--- config.mk ---
export PLATFORM = sky130hd
export DESIGN_NAME = uart_core_flat
export DESIGN_NICKNAME = d
export VERILOG_FILES = /design/src/rtl/uart_core_if.sv /design/src/rtl/uart_core.sv /design/src/flat_wrapper.sv
export SDC_FILE = /design/constraint.sdc
export NUM_CORES = 1
export LEC_CHECK = 0
export CORE_MARGIN = 1.5
export CORE_UTILIZATION = 60
export CTS_BUF_LIST = sky130_fd_sc_hd__clkbuf_4 sky130_fd_sc_hd__clkbuf_8
export CTS_CLUSTER_SIZE = 12
export DETAILED_ROUTE_END_ITERATION = 10
export MAX_ROUTING_LAYER = met4
export PLACE_DENSITY = 0.92
export SYNTH_ARGS = -nofsm -noshare
export SYNTH_HDL_FRONTEND = slang
export SYNTH_SLANG_ARGS = --single-unit
export TNS_END_PERCENT = 5
--- constraint.sdc ---
create_clock -name CLK_50MHZ -period 3.3 [get_ports CLK_50MHZ]
set_clock_uncertainty 0.1 [all_clocks]
set_input_delay 0.495 -clock CLK_50MHZ [delete_from_list [all_inputs] [get_ports CLK_50MHZ]]
set_output_delay 0.495 -clock CLK_50MHZ [all_outputs]
set_load 0.1 [all_outputs]
--- src/rtl/uart_core_if.sv ---
// Byte/trigger/serial bundle between uart_core and its user.
// The serial lines ride here too, so one modport pair covers the whole block.
interface uart_core_if;
    logic       RX;
    logic       TX;
    logic [7:0] DATA_IN;
    logic [7:0] DATA_OUT;
    logic       TRG_WRITE;
    logic       TRG_READ;
    logic       FLOW;
    logic       DONE;

    modport master (
        output RX, DATA_IN, TRG_WRITE, TRG_READ, FLOW,
        input  TX, DATA_OUT, DONE
    );

    modport slave (
        input  RX, DATA_IN, TRG_WRITE, TRG_READ, FLOW,
        output TX, DATA_OUT, DONE
    );
endinterface

--- src/rtl/uart_core.sv ---
// Full-duplex 8N1 UART: edge-triggered single-byte transmitter plus a
// mid-bit sampling receiver with optional arm-before-receive mode.
module uart_core #(
    parameter int unsigned CLK_HZ = 50000000,
    parameter int unsigned BAUD   = 115200
) (
    input logic        CLK_50MHZ,
    input logic        RST,
    uart_core_if.slave bus
);
    localparam int unsigned DIV   = CLK_HZ / BAUD;
    localparam int unsigned HALF  = DIV / 2;
    localparam int unsigned CNT_W = $clog2(DIV + 1);
    localparam logic [CNT_W-1:0] DIV_LAST  = CNT_W'(DIV - 1);
    localparam logic [CNT_W-1:0] HALF_LAST = CNT_W'(HALF - 1);

    typedef enum logic [1:0] {S_IDLE, S_START, S_DATA, S_STOP} state_e;

    state_e             tx_state_q, tx_state_d;
    logic [CNT_W-1:0]   tx_cnt_q, tx_cnt_d;
    logic [2:0]         tx_bit_q, tx_bit_d;
    logic [7:0]         tx_data_q, tx_data_d;
    logic               tx_q, tx_d;
    logic               tx_done;

    state_e             rx_state_q, rx_state_d;
    logic [CNT_W-1:0]   rx_cnt_q, rx_cnt_d;
    logic [2:0]         rx_bit_q, rx_bit_d;
    logic [7:0]         rx_shift_q, rx_shift_d;
    logic [7:0]         dout_q, dout_d;
    logic               armed_q, armed_d;
    logic               rx_done;
    logic               done_q, done_d;

    logic               wr_prev_q, wr_low_seen_q, rd_prev_q;
    logic               rx_s1_q, rx_s2_q, rx_prev_q;
    logic               wr_edge, rd_edge, rx_en;

    // A write needs TRG_WRITE to have been seen low since reset, so a level held through reset is not a write
    assign wr_edge = bus.TRG_WRITE & ~wr_prev_q & wr_low_seen_q;
    assign rd_edge = bus.TRG_READ & ~rd_prev_q;
    assign rx_en   = bus.FLOW | armed_q;

    assign bus.TX       = tx_q;
    assign bus.DATA_OUT = dout_q;
    assign bus.DONE     = done_q;

    always_ff @(posedge CLK_50MHZ or posedge RST) begin
        if (RST) begin
            tx_state_q    <= S_IDLE;
            tx_cnt_q      <= '0;
            tx_bit_q      <= '0;
            tx_data_q     <= '0;
            tx_q          <= 1'b1;
            rx_state_q    <= S_IDLE;
            rx_cnt_q      <= '0;
            rx_bit_q      <= '0;
            rx_shift_q    <= '0;
            dout_q        <= '0;
            armed_q       <= 1'b0;
            done_q        <= 1'b0;
            wr_prev_q     <= 1'b0;
            wr_low_seen_q <= 1'b0;
            rd_prev_q     <= 1'b0;
            rx_s1_q       <= 1'b1;
            rx_s2_q       <= 1'b1;
            rx_prev_q     <= 1'b1;
        end else begin
            tx_state_q    <= tx_state_d;
            tx_cnt_q      <= tx_cnt_d;
            tx_bit_q      <= tx_bit_d;
            tx_data_q     <= tx_data_d;
            tx_q          <= tx_d;
            rx_state_q    <= rx_state_d;
            rx_cnt_q      <= rx_cnt_d;
            rx_bit_q      <= rx_bit_d;
            rx_shift_q    <= rx_shift_d;
            dout_q        <= dout_d;
            armed_q       <= armed_d;
            done_q        <= done_d;
            wr_prev_q     <= bus.TRG_WRITE;
            wr_low_seen_q <= wr_low_seen_q | ~bus.TRG_WRITE;
            rd_prev_q     <= bus.TRG_READ;
            rx_s1_q       <= bus.RX;
            rx_s2_q       <= rx_s1_q;
            rx_prev_q     <= rx_s2_q;
        end
    end

    // Transmitter: each of START, 8x DATA, STOP lasts DIV cycles
    always_comb begin
        tx_state_d = tx_state_q;
        tx_cnt_d   = tx_cnt_q;
        tx_bit_d   = tx_bit_q;
        tx_data_d  = tx_data_q;
        tx_done    = 1'b0;
        tx_d       = 1'b1;
        case (tx_state_q)
            S_IDLE: begin
                if (wr_edge) begin
                    tx_state_d = S_START;
                    tx_data_d  = bus.DATA_IN;
                    tx_cnt_d   = '0;
                end
            end
            S_START: begin
                if (tx_cnt_q == DIV_LAST) begin
                    tx_state_d = S_DATA;
                    tx_cnt_d   = '0;
                    tx_bit_d   = '0;
                end else begin
                    tx_cnt_d = tx_cnt_q + CNT_W'(1);
                end
            end
            S_DATA: begin
                if (tx_cnt_q == DIV_LAST) begin
                    tx_cnt_d = '0;
                    if (tx_bit_q == 3'd7) tx_state_d = S_STOP;
                    else                  tx_bit_d   = tx_bit_q + 3'd1;
                end else begin
                    tx_cnt_d = tx_cnt_q + CNT_W'(1);
                end
            end
            S_STOP: begin
                if (tx_cnt_q == DIV_LAST) begin
                    tx_state_d = S_IDLE;
                    tx_cnt_d   = '0;
                    tx_done    = 1'b1;
                end else begin
                    tx_cnt_d = tx_cnt_q + CNT_W'(1);
                end
            end
            default: tx_state_d = S_IDLE;
        endcase
        // Line level follows the state being entered so TX stays a clean register output
        case (tx_state_d)
            S_START: tx_d = 1'b0;
            S_DATA:  tx_d = tx_data_d[tx_bit_d];
            default: tx_d = 1'b1;
        endcase
    end

    // Receiver: confirm start at half bit, then sample every DIV cycles
    always_comb begin
        rx_state_d = rx_state_q;
        rx_cnt_d   = rx_cnt_q;
        rx_bit_d   = rx_bit_q;
        rx_shift_d = rx_shift_q;
        dout_d     = dout_q;
        rx_done    = 1'b0;
        case (rx_state_q)
            S_IDLE: begin
                if (rx_en && rx_prev_q && !rx_s2_q) begin
                    rx_state_d = S_START;
                    rx_cnt_d   = '0;
                end
            end
            S_START: begin
                if (rx_cnt_q == HALF_LAST) begin
                    rx_cnt_d   = '0;
                    rx_bit_d   = '0;
                    rx_state_d = rx_s2_q ? S_IDLE : S_DATA;
                end else begin
                    rx_cnt_d = rx_cnt_q + CNT_W'(1);
                end
            end
            S_DATA: begin
                if (rx_cnt_q == DIV_LAST) begin
                    rx_cnt_d   = '0;
                    rx_shift_d = {rx_s2_q, rx_shift_q[7:1]};
                    if (rx_bit_q == 3'd7) rx_state_d = S_STOP;
                    else                  rx_bit_d   = rx_bit_q + 3'd1;
                end else begin
                    rx_cnt_d = rx_cnt_q + CNT_W'(1);
                end
            end
            S_STOP: begin
                if (rx_cnt_q == DIV_LAST) begin
                    rx_state_d = S_IDLE;
                    rx_cnt_d   = '0;
                    if (rx_s2_q) begin
                        dout_d  = rx_shift_q;
                        rx_done = 1'b1;
                    end
                end else begin
                    rx_cnt_d = rx_cnt_q + CNT_W'(1);
                end
            end
            default: rx_state_d = S_IDLE;
        endcase
    end

    // Arming: a fresh TRG_READ wins over a same-cycle capture clear
    always_comb begin
        armed_d = armed_q;
        if (rx_done) armed_d = 1'b0;
        if (rd_edge) armed_d = 1'b1;
        done_d = tx_done | rx_done;
    end
endmodule

--- src/flat_wrapper.sv ---
// flat-port wrapper written by rule: the top's interface ports become plain ports
module uart_core_flat 
#(
    parameter int unsigned CLK_HZ = 50000000,
    parameter int unsigned BAUD   = 115200
)
  (CLK_50MHZ, RST, bus_RX, bus_DATA_IN, bus_TRG_WRITE, bus_TRG_READ, bus_FLOW, bus_TX, bus_DATA_OUT, bus_DONE);
  uart_core_if bus_i ();
  input logic CLK_50MHZ;
  input logic RST;
  input wire logic [$bits(bus_i.RX)-1:0] bus_RX;
  input wire logic [$bits(bus_i.DATA_IN)-1:0] bus_DATA_IN;
  input wire logic [$bits(bus_i.TRG_WRITE)-1:0] bus_TRG_WRITE;
  input wire logic [$bits(bus_i.TRG_READ)-1:0] bus_TRG_READ;
  input wire logic [$bits(bus_i.FLOW)-1:0] bus_FLOW;
  output wire logic [$bits(bus_i.TX)-1:0] bus_TX;
  output wire logic [$bits(bus_i.DATA_OUT)-1:0] bus_DATA_OUT;
  output wire logic [$bits(bus_i.DONE)-1:0] bus_DONE;
  assign bus_i.RX = bus_RX;
  assign bus_i.DATA_IN = bus_DATA_IN;
  assign bus_i.TRG_WRITE = bus_TRG_WRITE;
  assign bus_i.TRG_READ = bus_TRG_READ;
  assign bus_i.FLOW = bus_FLOW;
  assign bus_TX = bus_i.TX;
  assign bus_DATA_OUT = bus_i.DATA_OUT;
  assign bus_DONE = bus_i.DONE;
  uart_core #(.CLK_HZ(CLK_HZ), .BAUD(BAUD)) u_core (.CLK_50MHZ(CLK_50MHZ), .RST(RST), .bus(bus_i));
endmodule
==> metrics.log, run 1 <==
[metrics] run status: finished clean
[metrics] worst reg-to-reg setup slack: 0.55 ns
[metrics] total routing resource utilization after global routing: 25.1%
[metrics] leakage power total: 1.57 nW
[metrics] Final Hold Violating Endpoints: 0
[metrics] average cell area after synthesis: 10.8 sq um
[metrics] detail-routed via count per cell: 5.80
[metrics] Final ANT Viol Nets: 0
[metrics] effective utilization at floorplan: 62.0%
[metrics] Top FF cell, synth: dfrtp_1
[metrics] DP Area: 0.00321 sq mm
[metrics] post-synthesis sequential element count: 61
[metrics] largest fanout of any net on the critical path: 6
[metrics] final critical-path share of the clock period: 83.3%
[metrics] number of enable-type register cells in the synthesized netlist: 0
[metrics] total wire length after detailed routing: 5620 microns
[metrics] DR DRC count: 0
[metrics] sum of negative setup slack: 0 ns
[metrics] Clk Tree Root Cell: clkbuf_8
[metrics] WHS Endpoint: u_core.rx_s2_q$_DFF_PP1_
[metrics] first-pass iteration count of the detailed router: 5
[metrics] share of synthesized area occupied by flip-flops and latches: 52.3%
[metrics] Top Ports: 24
[metrics] number of gates given a new drive strength after cts: 0
[metrics] CP arrival: 2.90 ns
[metrics] final setup violation count: 0
[metrics] cell area after layout: 0.00342 sq mm
[metrics] die area: 0.00531 sq mm
[metrics] shortest clock period the worst path allows after layout: 2.75 ns
[metrics] total number of nets in the final design: 323
[metrics] core utilization of the finished layout: 72.5%
[metrics] MaxCap Viol Count: 0
[metrics] worst reg-to-reg path cell count: 7
[metrics] share of cells above drive strength 1: 20.9%
[metrics] Antenna Diode Count: 0
[metrics] pins over their slew limit: 0
[metrics] path class of the lowest-slack min-delay path: reg -> reg
[metrics] category of the critical setup timing path: reg -> reg
[metrics] # hold bufs at CTS: 0
[metrics] overall die height: 72.9 microns
[metrics] total power draw: 1.48 mW
[metrics] number of buffers added for setup after CTS: 0
[metrics] count of mapped cells out of synthesis: 270
[metrics] netlist area before placement: 0.00293 sq mm
[metrics] H-tree depth reported by CTS: 3
[metrics] total number of yosys warnings: 0
[metrics] largest vdd supply drop: 0.000353 V
[metrics] HPWL reported at the end of detailed placement: 3740 microns
[metrics] Synth area leaders: dfrtp_1 49%, mux2_2 10%, ha_1 5.1%, o21ai_0 4.4%, dfstp_2 3.6%
[metrics] reg-to-reg startpoint: u_core.tx_cnt_q[3]$_DFFE_PP0P_
[metrics] die extent in x: 72.9 microns
[metrics] Critical Path Sink Type: register
[metrics] Core Rows: 25
[metrics] total via count in the routed design: 2140
[metrics] post-synthesis async set-or-reset flop share: 100%
[metrics] terminus of the critical flop-to-flop path: u_core.bus.TX$_DFF_PP1_
[metrics] leading post-synthesis cells by instance count: 57 x dfrtp_1, 28 x nand2_1, 26 x mux2_2, 26 x o21ai_0, 15 x nor2_1
[metrics] share of Yosys cell area claimed by the top area cell type: 48.7%
[metrics] max-slew headroom at the worst pin: 35.2%
[metrics] vias in the first global route: 2109
[metrics] final routed wire length divided by cell count: 15.2 microns
[metrics] hold path startpoint: u_core.rx_s1_q$_DFF_PP1_
[metrics] leading area contributor after synthesis: dfrtp_1
[metrics] maximum number of pins on one net before global-route repair: 62
[metrics] timing-limited maximum frequency: 0.364 GHz
[metrics] 1st-iter DRT viols: 182
[metrics] clock tree from TritonCTS: built
[metrics] transition time at the pin with the least slew margin: 0.969 ns
[metrics] Setup crit start kind: register
[metrics] hold depth: 0
[metrics] placeable core region: 0.00472 sq mm
[metrics] wire length of the first global-routing pass: 9610 microns
[metrics] Longest Clk Path Bufs: 2
[metrics] Num CTS Buffers: 9
[metrics] synthesized netlist net count: 296
[metrics] Syn-to-layout area delta: 16.8%
[metrics] global-route congestion overflow total: 0
[metrics] port bufs: 23
[metrics] clock net sink count: 61
[metrics] Worst-Skew Late Latency: 0.34 ns
[metrics] Cell Pwr Density: 433 mW/mm^2
[metrics] setup repair after global routing missed its margin: no
[metrics] antenna violations before repair: 0
[metrics] cell with the most instances after synthesis: dfrtp_1
[metrics] global placer's final weighted congestion: 0.846
[metrics] distinct cell type count of the synthesized netlist: 46
[metrics] clock-pin slew reported for the worst setup and hold paths after clock tree synthesis: 0.06 ns
[metrics] WP data required: 3.45 ns
how the worst max path moves through the flow:
stage / start / endpoint / slack (ns)
CTS: u_core.tx_cnt_q[3]$_DFFE_PP0P_ / u_core.bus.TX$_DFF_PP1_ / 0.58
floorplan: u_core.tx_cnt_q[3]$_DFFE_PP0P_ / u_core.bus.TX$_DFF_PP1_ / 0.71
detailed placement: bus_TRG_WRITE / u_core.bus.TX$_DFF_PP1_ / 0.51
global placement: bus_TRG_WRITE / u_core.bus.TX$_DFF_PP1_ / 0.59
global route: u_core.tx_cnt_q[3]$_DFFE_PP0P_ / u_core.bus.TX$_DFF_PP1_ / 0.46
finish: u_core.tx_cnt_q[3]$_DFFE_PP0P_ / u_core.bus.TX$_DFF_PP1_ / 0.55
cells by family (layout without fill, tap and decap cells):
logic type	count (synthesis)	after routing	share of synthesized area [%]
multiplexers	29	29	11.0
flip-flops	61	61	52.3
XOR/XNOR	2	2	0.598
AO/OA/AOI/OAI	55	55	12.2
buffers and inverters	23	55	3.20
adder cells (fa/ha/maj)	12	12	5.13
AND/OR/NAND/NOR	88	88	15.5
per-stage QoR:
step	setup slack, ns	std cells	hold WS, ns
floorplan	0.715	270	0.245
detailed placement	0.512	353	0.247
global route	0.464	369	0.259
finish	0.552	369	0.256
global placement	0.586	353	0.247
CTS	0.576	369	0.257
where the power goes:
part           switching (mW)  internal (mW)  leakage, nW
Clock                   0.279          0.418        0.109
Sequential            0.00154          0.753        0.788
Combinational          0.0172         0.0150        0.669
Total                   0.297           1.19         1.57
cells in the final DEF (no fill, tap or decap), drive strengths merged, types with 4 or more instances in the layout:
cell | synthesis | final
and3 | 6 | 6
buf | 1 | 6
clkbuf | 8 | 13
clkdlybuf4s50 | 0 | 19
dfrtp | 57 | 57
dfstp | 4 | 4
ha | 12 | 12
inv | 14 | 14
mux2 | 26 | 26
nand2 | 28 | 28
nand2b | 8 | 8
nand3 | 7 | 7
nor2 | 16 | 16
nor3 | 4 | 4
o21ai | 26 | 26
o31ai | 6 | 6
worst max-delay path, cell delays in order, from the launching register on:
cell	delay, ns
dfrtp_1	0.43
or4b_4	0.59
or4_4	0.56
nor2_2	0.10
or2_1	0.22
mux2_2	0.37
o2bb2a_4	0.19
a32oi_1	0.09
state kept, by name (all words and copies together) (netlist names), named ones only:
signal                cells
u_core.rx_s2_q            1
u_core.rx_prev_q          1
u_core.wr_prev_q          1
u_core.rx_s1_q            1
u_core.bus.DONE           1
u_core.wr_low_seen_q      1
u_core.tx_state_q         2
u_core.rd_prev_q          1
u_core.rx_cnt_q           9
u_core.bus.TX             1
u_core.armed_q            1
u_core.tx_bit_q           3
u_core.tx_data_q          8
u_core.bus.DATA_OUT       8
u_core.tx_cnt_q           9
u_core.rx_shift_q         8
u_core.rx_bit_q           3
u_core.rx_state_q         1
per-layer routing:
| layer | vias to the layer above | GRT usage (%) | wire (microns) |
|---|---|---|---|
| met5 | - | - | 0 |
| met4 | 0 | 11.3 | 131 |
| met3 | 15 | 7.18 | 226 |
| met2 | 69 | 38.2 | 2730 |
| met1 | 1046 | 31.2 | 2520 |
| li1 | 1010 | - | - |
area by class of cell:
class,count,area [sq um]
multi-input combinational,186,1300
sequential,61,1530
tap,67,83.8
timing repair buffer,25,235
clock buffer,13,173
fill,331,1300
clock inverter,3,42.5
inverter,14,52.6
Note: power is estimated with default switching activity, not from simulation.
==> run 2, diff against run 1 <==
CORE_UTILIZATION = 54   (was 60)
PLACE_DENSITY = 0.88   (was 0.92)
clock period = 2.3 ns   (was 3.3 ns; I/O delays follow)
==> run 2 against run 1 <==
The flow now finishes with violations (setup timing). First-iteration DRC count down 13%. Fmax up 5.6%. Critical path type unchanged. Critical endpoint unchanged. Sequential share of layout area down 4.9 points.
==> metrics.log, run 2 (synthesized netlist as in run 1, its figures left out) <==
[metrics] Core Rows: 26
[metrics] Setup crit start kind: register
[metrics] vias in the first global route: 2430
[metrics] final worst setup slack: -0.303 ns
[metrics] path class of the lowest-slack min-delay path: in -> async
[metrics] total routing resource utilization after global routing: 25.8%
[metrics] global-route congestion overflow total: 0
[metrics] pins over their slew limit: 0
[metrics] total via count in the routed design: 2344
[metrics] overall die height: 76.7 microns
[metrics] MaxCap Viol Count: 0
[metrics] largest vdd supply drop: 0.000561 V
[metrics] clock tree from TritonCTS: built
[metrics] Worst-Skew Late Latency: 0.34 ns
[metrics] timing-limited maximum frequency: 0.384 GHz
[metrics] category of the critical setup timing path: reg -> reg
[metrics] clock net sink count: 61
[metrics] setup repair after global routing missed its margin: yes
[metrics] Cell Pwr Density: 569 mW/mm^2
[metrics] Antenna Diode Count: 0
[metrics] cell class contributing the biggest share of worst-path delay: simple AND/OR/NAND/NOR gates
[metrics] Critical Path Sink Type: register
[metrics] largest fanout of any net on the critical path: 6
[metrics] final setup violation count: 2
[metrics] die area: 0.00588 sq mm
[metrics] placeable core region: 0.00517 sq mm
[metrics] minimum setup slack after placement: -0.326 ns
[metrics] Longest Clk Path Bufs: 2
[metrics] cell breakdown of the critical path: or4b_4 > or4_4 > nor2_4 > or2_4 > mux2i_1 > or3_1 > a32oi_2
[metrics] 1st-iter DRT viols: 159
[metrics] critical path buffer and inverter count: 0
[metrics] final critical-path share of the clock period: 113%
[metrics] wire length of the first global-routing pass: 11500 microns
[metrics] DR DRC count: 0
[metrics] effective utilization at floorplan: 56.6%
[metrics] max-slew headroom at the worst pin: 52.3%
[metrics] HPWL reported at the end of detailed placement: 4370 microns
[metrics] WP data required: 2.45 ns
[metrics] sum of negative setup slack: -0.413 ns
[metrics] delay of the slowest critical-path stage: 0.62 ns
[metrics] Final ANT Viol Nets: 0
[metrics] Filler Cells Inserted: 304
[metrics] share of cells above drive strength 1: 35.9%
[metrics] die extent in x: 76.7 microns
[metrics] most common cell after layout, fill and taps aside: dfrtp_1
[metrics] total wire length after detailed routing: 6660 microns
[metrics] worst slack on hold paths: 0.236 ns
[metrics] maximum number of pins on one net before global-route repair: 43
[metrics] clock-pin slew reported for the worst setup and hold paths after clock tree synthesis: 0.07 ns
[metrics] Clk Tree Root Cell: clkbuf_8
[metrics] run status: complete, but fails checks
[metrics] detail-routed via count per cell: 5.72
[metrics] Syn-to-layout area delta: 31.4%
[metrics] reg-to-reg startpoint: u_core.tx_cnt_q[6]$_DFFE_PP0P_
[metrics] area of combinational cells with multiple inputs: 0.00143 sq mm
[metrics] worst reg-to-reg path cell count: 7
[metrics] leakage power total: 1.81 nW
[metrics] worst reg-to-reg setup slack: -0.30 ns
[metrics] Top Ports: 24
[metrics] port bufs: 23
[metrics] first-pass iteration count of the detailed router: 4
[metrics] combined flip-flop and latch cell area: 0.00153 sq mm
[metrics] commonest cells after routing, fill and taps aside: 57 x dfrtp_1, 49 x buf_4, 28 x nand2_1
[metrics] final routed wire length divided by cell count: 16.2 microns
[metrics] shortest clock period the worst path allows after layout: 2.60 ns
[metrics] total power draw: 2.19 mW
[metrics] total number of nets in the final design: 361
[metrics] violations in the final reports: setup timing
[metrics] terminus of the critical flop-to-flop path: u_core.bus.TX$_DFF_PP1_
[metrics] CP arrival: 2.75 ns
[metrics] H-tree depth reported by CTS: 3
[metrics] global placer's final weighted congestion: 0.966
[metrics] transition time at the pin with the least slew margin: 0.714 ns
[metrics] Num CTS Buffers: 9
[metrics] standard cell with the maximum stage delay on the critical path: or4b_4
[metrics] Largest regs: u_core.rx_cnt_q x9, u_core.tx_cnt_q x9
[metrics] antenna violations before repair: 0
[metrics] Final Hold Violating Endpoints: 0
-- run 2: how the worst max path moves through the flow --
stage / start / end / slack, ns / cells after the start
5_1_grt: u_core.tx_cnt_q[6]$_DFFE_PP0P_ / u_core.bus.TX$_DFF_PP1_ / -0.37 / 7
3_5_place_dp: u_core.tx_cnt_q[6]$_DFFE_PP0P_ / u_core.bus.TX$_DFF_PP1_ / -0.33 / 7
4_1_cts: u_core.tx_cnt_q[3]$_DFFE_PP0P_ / u_core.bus.TX$_DFF_PP1_ / -0.22 / 7
3_3_place_gp: u_core.tx_cnt_q[6]$_DFFE_PP0P_ / u_core.bus.TX$_DFF_PP1_ / -0.17 / 7
6_report: u_core.tx_cnt_q[6]$_DFFE_PP0P_ / u_core.bus.TX$_DFF_PP1_ / -0.30 / 7
2_1_floorplan: u_core.tx_cnt_q[6]$_DFFE_PP0P_ / u_core.bus.TX$_DFF_PP1_ / -0.14 / 8
-- run 2: area by class of cell --
class                   count  area share [%]
inverters                  14            1.37
multi-input cells         186            37.3
well taps                  70            2.28
repair buffers             63            13.5
clock inverters             6            2.24
flip-flops and latches     61            39.8
clock buffers              10            3.58
-- run 2: power breakdown --
part | switching [mW] | internal [mW] | total (mW)
Sequential | 0.00209 | 1.08 | 1.08
Clock | 0.421 | 0.637 | 1.06
Combinational | 0.0258 | 0.0249 | 0.0507
-- run 2: layer usage --
metal	share of wire, %	global-route usage (%)	vias up
met5	0	-	-
met4	2.3	11.3	0
met3	4.4	6.19	23
met2	50	40.5	70
met1	43	32.0	1161
li1	-	-	1090
-- run 2: metrics by stage --
stage,utilization (%),area [sq um],instances
floorplan,-,2930,270
global placement,67.0,3470,390
detailed placement,67.0,3470,390
CTS,73.0,3770,409
global route,74.4,3850,410
finish,74.4,3850,410
-- run 2: repair_timing --
item                                    in CTS  in global routing
buffers inserted                             3                  1
endpoints found under the setup margin      21                 32
hold endpoints to repair                     0                  0
gates resized for setup                     16                 14
pin swaps                                    7                  5
hold buffers                                 0                  0
